### src/rtl/adv_pkg.sv
// Shared types for the adventure-game autoplayer: move directions, run outcome
// and player FSM states, plus the direction-to-pulse decode.
package adv_pkg;

  typedef enum logic [1:0] {
    DIR_N = 2'd0,
    DIR_S = 2'd1,
    DIR_E = 2'd2,
    DIR_W = 2'd3
  } dir_t;

  typedef enum logic [1:0] {
    RES_NONE    = 2'd0,
    RES_WON     = 2'd1,
    RES_DIED    = 2'd2,
    RES_STALLED = 2'd3
  } result_t;

  typedef enum logic [2:0] {
    ST_IDLE   = 3'd0,
    ST_DRIVE  = 3'd1,
    ST_GAP    = 3'd2,
    ST_SETTLE = 3'd3,
    ST_DONE   = 3'd4
  } state_t;

  // Pulse vector ordered {n, s, e, w}.
  function automatic logic [3:0] dir_onehot(input dir_t d);
    logic [3:0] v;
    case (d)
      DIR_N:   v = 4'b1000;
      DIR_S:   v = 4'b0100;
      DIR_E:   v = 4'b0010;
      default: v = 4'b0001;
    endcase
    return v;
  endfunction

endpackage

### src/rtl/adv_script_mem.sv
// Move script storage: DEPTH entries of one direction each, synchronous write,
// asynchronous read. Deliberately not reset so a script survives a board reset.
module adv_script_mem
  import adv_pkg::*;
#(
  parameter int DEPTH = 16
) (
  input  logic                     clk,
  input  logic                     wr_en,
  input  logic [$clog2(DEPTH)-1:0] wr_addr,
  input  dir_t                     wr_dir,
  input  logic [$clog2(DEPTH)-1:0] rd_addr,
  output dir_t                     rd_dir
);

  dir_t mem_q [DEPTH];

  always_ff @(posedge clk) begin
    if (wr_en) begin
      mem_q[wr_addr] <= wr_dir;
    end
  end

  assign rd_dir = mem_q[rd_addr];

endmodule

### src/rtl/adv_autoplayer.sv
// Scripted player: replays the stored moves as one-hot n/s/e/w pulses spaced by
// idle gaps, watches the game's win/die and reports WON, DIED or STALLED.
module adv_autoplayer
  import adv_pkg::*;
#(
  parameter int DEPTH   = 16,
  parameter int GAP     = 2,
  parameter int TIMEOUT = 64
) (
  input  logic                       clk,
  input  logic                       reset_n,
  input  logic                       wr_en,
  input  logic [$clog2(DEPTH)-1:0]   wr_addr,
  input  logic [1:0]                 wr_dir,
  input  logic [$clog2(DEPTH+1)-1:0] len,
  input  logic                       start,
  input  logic                       win,
  input  logic                       die,
  output logic                       n,
  output logic                       s,
  output logic                       e,
  output logic                       w,
  output logic                       busy,
  output logic                       done,
  output logic [1:0]                 result,
  output logic [$clog2(DEPTH+1)-1:0] moves
);

  localparam int AW   = $clog2(DEPTH);
  localparam int LW   = $clog2(DEPTH + 1);
  localparam int CMAX = (GAP > TIMEOUT) ? GAP : TIMEOUT;
  localparam int CW   = $clog2(CMAX + 1);

  state_t          state_q;
  logic [3:0]      pulse_q;
  logic            busy_q;
  logic            done_q;
  result_t         result_q;
  logic [LW-1:0]   moves_q;
  logic [LW-1:0]   len_q;
  logic [LW-1:0]   idx_q;
  logic [CW-1:0]   cnt_q;

  logic            mem_we_d;
  logic [LW-1:0]   len_clamp_d;
  dir_t            rd_dir;
  dir_t            first_dir_d;

  assign mem_we_d    = wr_en && !busy_q;
  assign len_clamp_d = (len > LW'(DEPTH)) ? LW'(DEPTH) : len;

  adv_script_mem #(
    .DEPTH (DEPTH)
  ) u_mem (
    .clk     (clk),
    .wr_en   (mem_we_d),
    .wr_addr (wr_addr),
    .wr_dir  (dir_t'(wr_dir)),
    .rd_addr (idx_q[AW-1:0]),
    .rd_dir  (rd_dir)
  );

  // The first pulse is loaded on the start edge, so a same-cycle write to
  // entry 0 has to be forwarded past the not-yet-updated array.
  assign first_dir_d = (mem_we_d && (wr_addr == '0)) ? dir_t'(wr_dir) : rd_dir;

  always_ff @(posedge clk or negedge reset_n) begin
    if (!reset_n) begin
      state_q  <= ST_IDLE;
      pulse_q  <= '0;
      busy_q   <= 1'b0;
      done_q   <= 1'b0;
      result_q <= RES_NONE;
      moves_q  <= '0;
      len_q    <= '0;
      idx_q    <= '0;
      cnt_q    <= '0;
    end else begin
      pulse_q <= '0;
      done_q  <= 1'b0;
      case (state_q)
        ST_IDLE: begin
          if (start) begin
            len_q    <= len_clamp_d;
            result_q <= RES_NONE;
            cnt_q    <= '0;
            busy_q   <= 1'b1;
            if (len_clamp_d == '0) begin
              moves_q <= '0;
              idx_q   <= '0;
              state_q <= ST_SETTLE;
            end else begin
              pulse_q <= dir_onehot(first_dir_d);
              moves_q <= LW'(1);
              idx_q   <= LW'(1);
              state_q <= ST_DRIVE;
            end
          end
        end

        ST_DRIVE, ST_GAP, ST_SETTLE: begin
          // Game outcome overrides any scheduled move or timeout; win beats die.
          if (win || die) begin
            result_q <= win ? RES_WON : RES_DIED;
            done_q   <= 1'b1;
            busy_q   <= 1'b0;
            state_q  <= ST_DONE;
          end else if (state_q == ST_DRIVE) begin
            cnt_q   <= '0;
            state_q <= ST_GAP;
          end else if (state_q == ST_GAP) begin
            if (cnt_q == CW'(GAP - 1)) begin
              cnt_q <= '0;
              if (idx_q == len_q) begin
                state_q <= ST_SETTLE;
              end else begin
                pulse_q <= dir_onehot(rd_dir);
                moves_q <= moves_q + LW'(1);
                idx_q   <= idx_q + LW'(1);
                state_q <= ST_DRIVE;
              end
            end else begin
              cnt_q <= cnt_q + CW'(1);
            end
          end else begin
            if (cnt_q == CW'(TIMEOUT - 1)) begin
              result_q <= RES_STALLED;
              done_q   <= 1'b1;
              busy_q   <= 1'b0;
              state_q  <= ST_DONE;
            end else begin
              cnt_q <= cnt_q + CW'(1);
            end
          end
        end

        ST_DONE: begin
          idx_q   <= '0;
          state_q <= ST_IDLE;
        end

        default: begin
          busy_q  <= 1'b0;
          idx_q   <= '0;
          state_q <= ST_IDLE;
        end
      endcase
    end
  end

  assign {n, s, e, w} = pulse_q;
  assign busy         = busy_q;
  assign done         = done_q;
  assign result       = result_q;
  assign moves        = moves_q;

endmodule

### config.mk
export PLATFORM = sky130hd
export DESIGN_NAME = adv_autoplayer
export DESIGN_NICKNAME = d
export VERILOG_FILES = /design/src/rtl/adv_pkg.sv /design/src/rtl/adv_script_mem.sv /design/src/rtl/adv_autoplayer.sv
export SDC_FILE = /design/constraint.sdc
export NUM_CORES = 1
export LEC_CHECK = 0
export CORE_ASPECT_RATIO = 0.6
export CORE_MARGIN = 2
export CORE_UTILIZATION = 30
export DETAILED_ROUTE_END_ITERATION = 7
export MAX_ROUTING_LAYER = met4
export PLACE_DENSITY = 0.5
export SYNTH_ARGS = -nofsm -noshare
export SYNTH_HDL_FRONTEND = slang
export SYNTH_SLANG_ARGS = --single-unit
### constraint.sdc
create_clock -name clk -period 2.2 [get_ports clk]
set_clock_uncertainty 0.05 [all_clocks]
set_input_delay 0.44 -clock clk [delete_from_list [all_inputs] [get_ports clk]]
set_output_delay 0.44 -clock clk [all_outputs]
set_load 0.01 [all_outputs]
; ---- After elaboration in Yosys (flattened, before gate mapping)
; Memory sizes are Yosys's and may differ from the RTL's.
; Index checks and enable logic that the tools add are counted.
[totals]
reg_bits = 33
latchBits = 0
ram_bits = 32
romBits = 0
in_bits = 17
wordCells = 118
mem_count = 1
[mem_list]
columns = memory, words, width, read_ports, rd_ports_with_merged_regs, wr, line_no
row1 = u_mem.mem_q, 16, 2, 1, 0, 1, adv_script_mem.sv:16  ; dir_t mem_q [DEPTH];
[op_classes]
n_addsub = 3
n_mul = 0
n_div = 0
magnitude_cmp = 1
eq_ne = 23
n_shift = 0
mux = 62
n_bitwise = 1
reduce_logical = 18
[op_table]
columns = op, n
row1 = 5-bit 2-to-1 mux, 12
row2 = 7-bit 2-to-1 mux, 6
row3 = 4-bit 2-to-1 mux, 7
row4 = 4-bit one-hot mux with 3 select lines, 2
row5 = 5-bit one-hot mux with 2 select lines, 2
row6 = 2-bit 2-to-1 mux, 9
row7 = 3-bit 2-to-1 mux, 6
row8 = 7-bit one-hot mux with 2 select lines, 1
row9 = 1-bit 2-to-1 mux, 13
row10 = "2-bit inequality test, second input constant", 6
row11 = "5-bit by 1-bit adder with 5-bit output, second input constant", 2
row12 = "5-bit inequality test, second input constant", 2
row13 = 5-bit AND reduction, 2
row14 = "3-bit inequality test, second input constant", 3
row15 = 4-bit one-hot mux with 2 select lines, 1
row16 = "7-bit by 1-bit adder with 7-bit output, second input constant", 1
row17 = "7-bit by 1-bit == test with 1-bit output, second input constant", 1
row18 = "7-bit by 6-bit == test with 1-bit output, second input constant", 1
row19 = 7-bit AND reduction, 1
row20 = "3-bit by 2-bit == test with 1-bit output, second input constant", 2
row21 = 3-bit one-hot mux with 2 select lines, 1
row22 = 6-bit AND reduction, 1
row23 = 5-bit == test, 1
row24 = "5-bit greater-than comparator, second input constant", 1
row25 = 20 further kinds, 24

; ---- Logic depth before layout (Yosys ltp)
[logic_depth]
ltp_word = 9
ltp_mapped = 8
ltp_nobuf = 7

; ---- By module
; From an unflattened synthesis, not the netlist that was laid out.
[hier_totals]
hier_cells = 295
area_unflattened_um2 = 3275.6
[by_module_without_submodules]
columns = module, instances, cells_per_inst, area_each_um2, seq_area_each_um2
row1 = adv_autoplayer, 1, 219, 1935.6, 825.8
row2 = adv_script_mem, 1, 76, 1340.0, 960.9

; ---- Worst setup path after synthesis
; No wires, ideal clock.
[synth_path]
path_kind = input port to flip-flop
startpoint = in len[1]
endpoint = reg pulse_q[0]
setup_time_ns = 0.122
t_arrival_ns = 1.657
slack_ns = 0.372
stages = 5
path_buffers = 0
cell_sequence = or4_1 nor2_2 or3_2 a22oi_1 a32o_1
[synth_between]
elab_chain_len = 6
[synth_rtl]
columns = element, line_no
row1 = "start, declared", adv_autoplayer.sv:15  ; input logic [$clog2(DEPTH+1)-1:0] len,
row2 = 5-bit greater-than comparator, adv_autoplayer.sv:50  ; assign len_clamp_d = (len > LW'(DEPTH)) ? LW'(DEPTH) : len;
row3 = 5-bit 2-to-1 mux *, adv_autoplayer.sv:50
row4 = 5-bit zero test *, adv_autoplayer.sv:88  ; if (len_clamp_d == '0) begin
row5 = 4-bit 2-to-1 mux *, adv_autoplayer.sv:88
row6 = 4-bit 2-to-1 mux *, adv_autoplayer.sv:83  ; if (start) begin
row7 = 4-bit one-hot mux with 2 select lines *, adv_autoplayer.sv:81  ; case (state_q)
row8 = "end signal, assigned", adv_autoplayer.sv:93  ; pulse_q <= dir_onehot(first_dir_d);
row9 = "end signal, assigned", adv_autoplayer.sv:117  ; pulse_q <= dir_onehot(rd_dir);
row10 = "end, declared", adv_autoplayer.sv:35  ; logic [3:0] pulse_q;
; Mark *: on every way between the ends. The rest lies on a longest branch, timed or not.
; A chain may end at the register's enable or synchronous reset.

; ---- Worst setup path after layout
[layout_path]
startpoint = in wr_addr[3]
endpoint = mem u_mem.mem_q[8][1] in the netlist's numbering, enable pin
[layout_rtl]
columns = element, line_no
row1 = "start, declared", adv_autoplayer.sv:13  ; input logic [$clog2(DEPTH)-1:0] wr_addr,
row2 = "end, declared", adv_script_mem.sv:16
; No word-level cell before the write port.

==> metrics.md <==
| Metric | Value |
|---|---|
| Outcome | completed |
| Die ar. | 0.0118 sq mm |
| Die Y | 84.9 um |
| Synth Area in Simple Gates | 18.9% |
| Largest stage delay on the critical path | 0.69 ns |
| Pwr/cell area | 906 mW/mm^2 |
| Layout cells sized above 1 | 20.2% |
| Initial Util | 30.9% |
| Worst slew pin tran | 0.711 ns |
| Setup TNS | 0 ns |
| Pin count of the biggest net entering global routing | 34 |
| EDFF count, synth | 32 |
| Most common cell after layout, fill and taps aside | dfrtp_1 |
| Fin crit period | 2.00 ns |
| Antenna diode count | 0 |
| Endpoints failing setup | 0 |
| Post-synthesis sequential element count | 65 |
| Starting DRT DRC Count | 189 |
| Max-slew violation count | 0 |
| Layout area overhead | 29.6% |
| Synth unique cells | 67 |
| Drt total wl | 7870 um |
| Top achievable clock speed | 499 MHz |
| Initial antenna violation count | 0 |
| Area share of fa/ha/maj cells after synthesis | 1.53% |
| CP startpoint kind | primary input |
| GPL Wtd Cong | 0.802 |
| Final setup margin | 0.196 ns |
| Gr ovfl total | 0 |
| Final Hold Viols | 0 |
| Peak VDD IR | 376 uV |
| CP Data Required Time | 2.20 ns |
| CTS buffer count | 9 |
| Ys flop type | dfrtp_1 |
| First-pass GRT wire length | 12800 um |
| Reg power frac | 38.4% |
| Row count | 29 |
| Flop2flop setup slack | 0.22 ns |
| GRT Util Overall | 14.8% |
| Yosys Warn Count | 0 |
| Avg Synthesized Cell Area | 12.0 sq um |
| Clock sinks | 65 |
| Critical Path Sink Type | flop |
| Setup crit end | u_mem.mem_q[8][1]$_DFFE_PP_ |
| Post-route ant nets | 0 |
| WL/cell | 16.4 um |
| Combinational share of power | 22.0% |
| Resize count post-CTS | 0 |
| Drt drc | 0 |
| Compound-cell area share of the yosys netlist | 13.1% |
| Max-Cap Viols | 0 |
| Most frequent cells in the layout | dfrtp_1 (33), edfxtp_1 (32), buf_4 (31), clkdlybuf4s50_1 (29), nand2_1 (28) |
| Worst slack at placement | -0.137 ns |
| Syn_nets | 295 |
| Hold-fix buffers, CTS | 0 |
| RSZ-0062 raised after global routing | false |
| Tot Pwr | 3.85 mW |
| Critical path's top delay family | simple AND/OR/NAND/NOR gates |
| Cells after Synth | 274 |
| Die width | 139 um |
| Cell with the largest stage delay on the worst path | or4bb_2 |
| Async set or reset register ratio after synthesis | 50.8% |
| Post-Synth XOR/XNOR Area | 1.87% |
| Post-CTS Setup Bufs | 0 |
| Placed Area | 0.00393 sq mm |
| Worst-skew pair later-pin latency | 0.33 ns |
| Hpwl dp | 5880 um |
| Synthesized cell area | 0.00328 sq mm |
| Hold WC Path Type | flop to flop |
| Final Cycle Share | 91.1% |
| Worst setup path class | primary input to flop |
| Ports | 30 |
| Clock Pin Slew Worst Setup and Hold Paths | 0.06 ns |
| Critical Path AT | 2.01 ns |
| Final instance area | 0.00425 sq mm |
| Vias/cell | 4.86 |
| CTS tree | done |
| Worst path buffer plus inverter count | 2 |
| Leakage | 1.61 nW |
| Sequential-to-total area share from yosys stat | 54.5% |
| CTS HTree Levels | 3 |
| CP max FO | 4 |
| Cell Count, Final, Fillers Out | 481 |
| Number of global-route vias before repair | 2268 |
| R2R Path Start | idx_q[0]$_DFFE_PN0P_ |
| Post-synthesis mux area share | 7.10% |
| CTS Root Cell | clkbuf_16 |
| Worst Setup SP | wr_addr[3] |
| R2r worst-path depth | 6 |
| IO buf count | 29 |
| Crit-path cells | clkdlybuf4s50_1 > or4bb_2 > nor3_1 > buf_4 |
| CTS Buffer Depth | 2 |
| Core Area | 0.0106 sq mm |
| Vias | 2337 |
| Crit path depth | 4 |
| Fillcell total | 1021 |
| Int Pwr | 2.77 mW |
| Final nets | 358 |
| Part of the power in the clock network | 39.7% |
| Largest family of logic cells by synthesized area | simple AND/OR/NAND/NOR gates |
| Sw Ratio | 28.1% |
| Post-Place Cells | 465 |
| Psw | 1.08 mW |
| Drt pass-1 iters | 4 |
| Slew headroom | 52.6% |
| R2R Path End | pulse_q[2]$_DFF_PN0_ |
## cell type report
class,instances,area [sq um],area share [%]
clock buffers,9,225,5.31
clock inverters,7,93.8,2.21
inverters,8,30.0,0.707
multi-input cells,192,1390,32.8
flip-flops and latches,65,1790,42.1
well taps,139,174,4.10
repair buffers,61,543,12.8
## power by group through the flow
stage          clock [mW]  combinational, mW  sequential [mW]
6_report             1.53              0.845             1.48
4_1_cts              1.56              0.850             1.48
2_1_floorplan           0              0.527             1.48
5_1_grt              1.61              0.921             1.49
3_5_place_dp            0              0.847             1.50
3_3_place_gp            0              0.852             1.50
## per-layer routing
metal	vias up	global-route usage [%]	part of all wire [%]
met5	-	-	0
met4	0	5.23	1.6
met3	10	3.39	4.0
met2	51	17.0	36
met1	1109	23.9	58
li1	1167	-	-
## cells by family after synthesis
kind of cell / count (synthesis)
AOI/OAI and AO/OA: 59
xor gates and xnor gates: 7
adders and majority gates: 4
buffers and inverters: 17
DFF: 65
muxes: 15
and+or+nand+nor: 107
## how the worst min path moves through the flow
stage	from	slack (ns)	end	depth (start not counted)
floorplan	reset_n	0.09	busy$_DFFE_PN0P_	0
global placement	len_q[1]$_DFFE_PN0P_	0.43	len_q[1]$_DFFE_PN0P_	2
detailed placement	len_q[3]$_DFFE_PN0P_	0.43	len_q[3]$_DFFE_PN0P_	2
CTS	len_q[3]$_DFFE_PN0P_	0.44	len_q[3]$_DFFE_PN0P_	2
global route	len_q[0]$_DFFE_PN0P_	0.48	len_q[0]$_DFFE_PN0P_	2
finish	len_q[3]$_DFFE_PN0P_	0.44	len_q[3]$_DFFE_PN0P_	2
## worst register-to-register path: cells and delay by family (launching register included)
family                 cells  cell delay, ns
muxes                      3            1.02
DFF                        1            0.37
AOI/OAI and AO/OA          2            0.30
buffers and inverters      1            0.17
## state kept, by name, summed over array words and instances, names as in the netlist
signal / flops
state_q: 3
result: 2
busy: 1
idx_q: 5
done: 1
moves: 5
pulse_q: 4
u_mem.mem_q: 32
len_q: 5
cnt_q: 7
## synth_stat cells, types with 2 or more instances
library cell	number	area, sq um
dfrtp_1	33	826
edfxtp_1	32	961
nand2_1	28	105
nor2_1	25	93.8
a21oi_1	10	50.1
mux2i_1	9	90.1
nand3_1	9	45.0
o21ai_0	9	45.0
inv_1	8	30.0
nand3b_1	6	45.0
nand2b_1	5	31.3
nor3_1	5	25.0
o21ai_1	5	25.0
xnor2_1	5	43.8
buf_2	4	20.0
ha_1	4	50.1
mux4_2	4	90.1
o31ai_1	4	30.0
or3_1	4	25.0
a31oi_1	3	18.8
o211ai_1	3	22.5
a221oi_1	2	17.5
a22oi_1	2	15.0
and2_1	2	12.5
and3_1	2	12.5
clkbuf_1	2	7.51
mux4_1	2	52.6
nand4b_1	2	17.5
nor2_2	2	12.5
nor2b_1	2	12.5
o21a_1	2	15.0
o22ai_1	2	12.5
o32ai_1	2	17.5
xor2_1	2	17.5
## metrics by stage
stage,hold slack [ns],util (%)
final,0.435,40.1
after global routing,0.479,40.1
after CTS,0.445,40.1
after detailed placement,0.432,37.1
after global placement,0.428,37.1
after floorplan,0.0944,-
No activity file was read; power rests on OpenSTA's default activity.
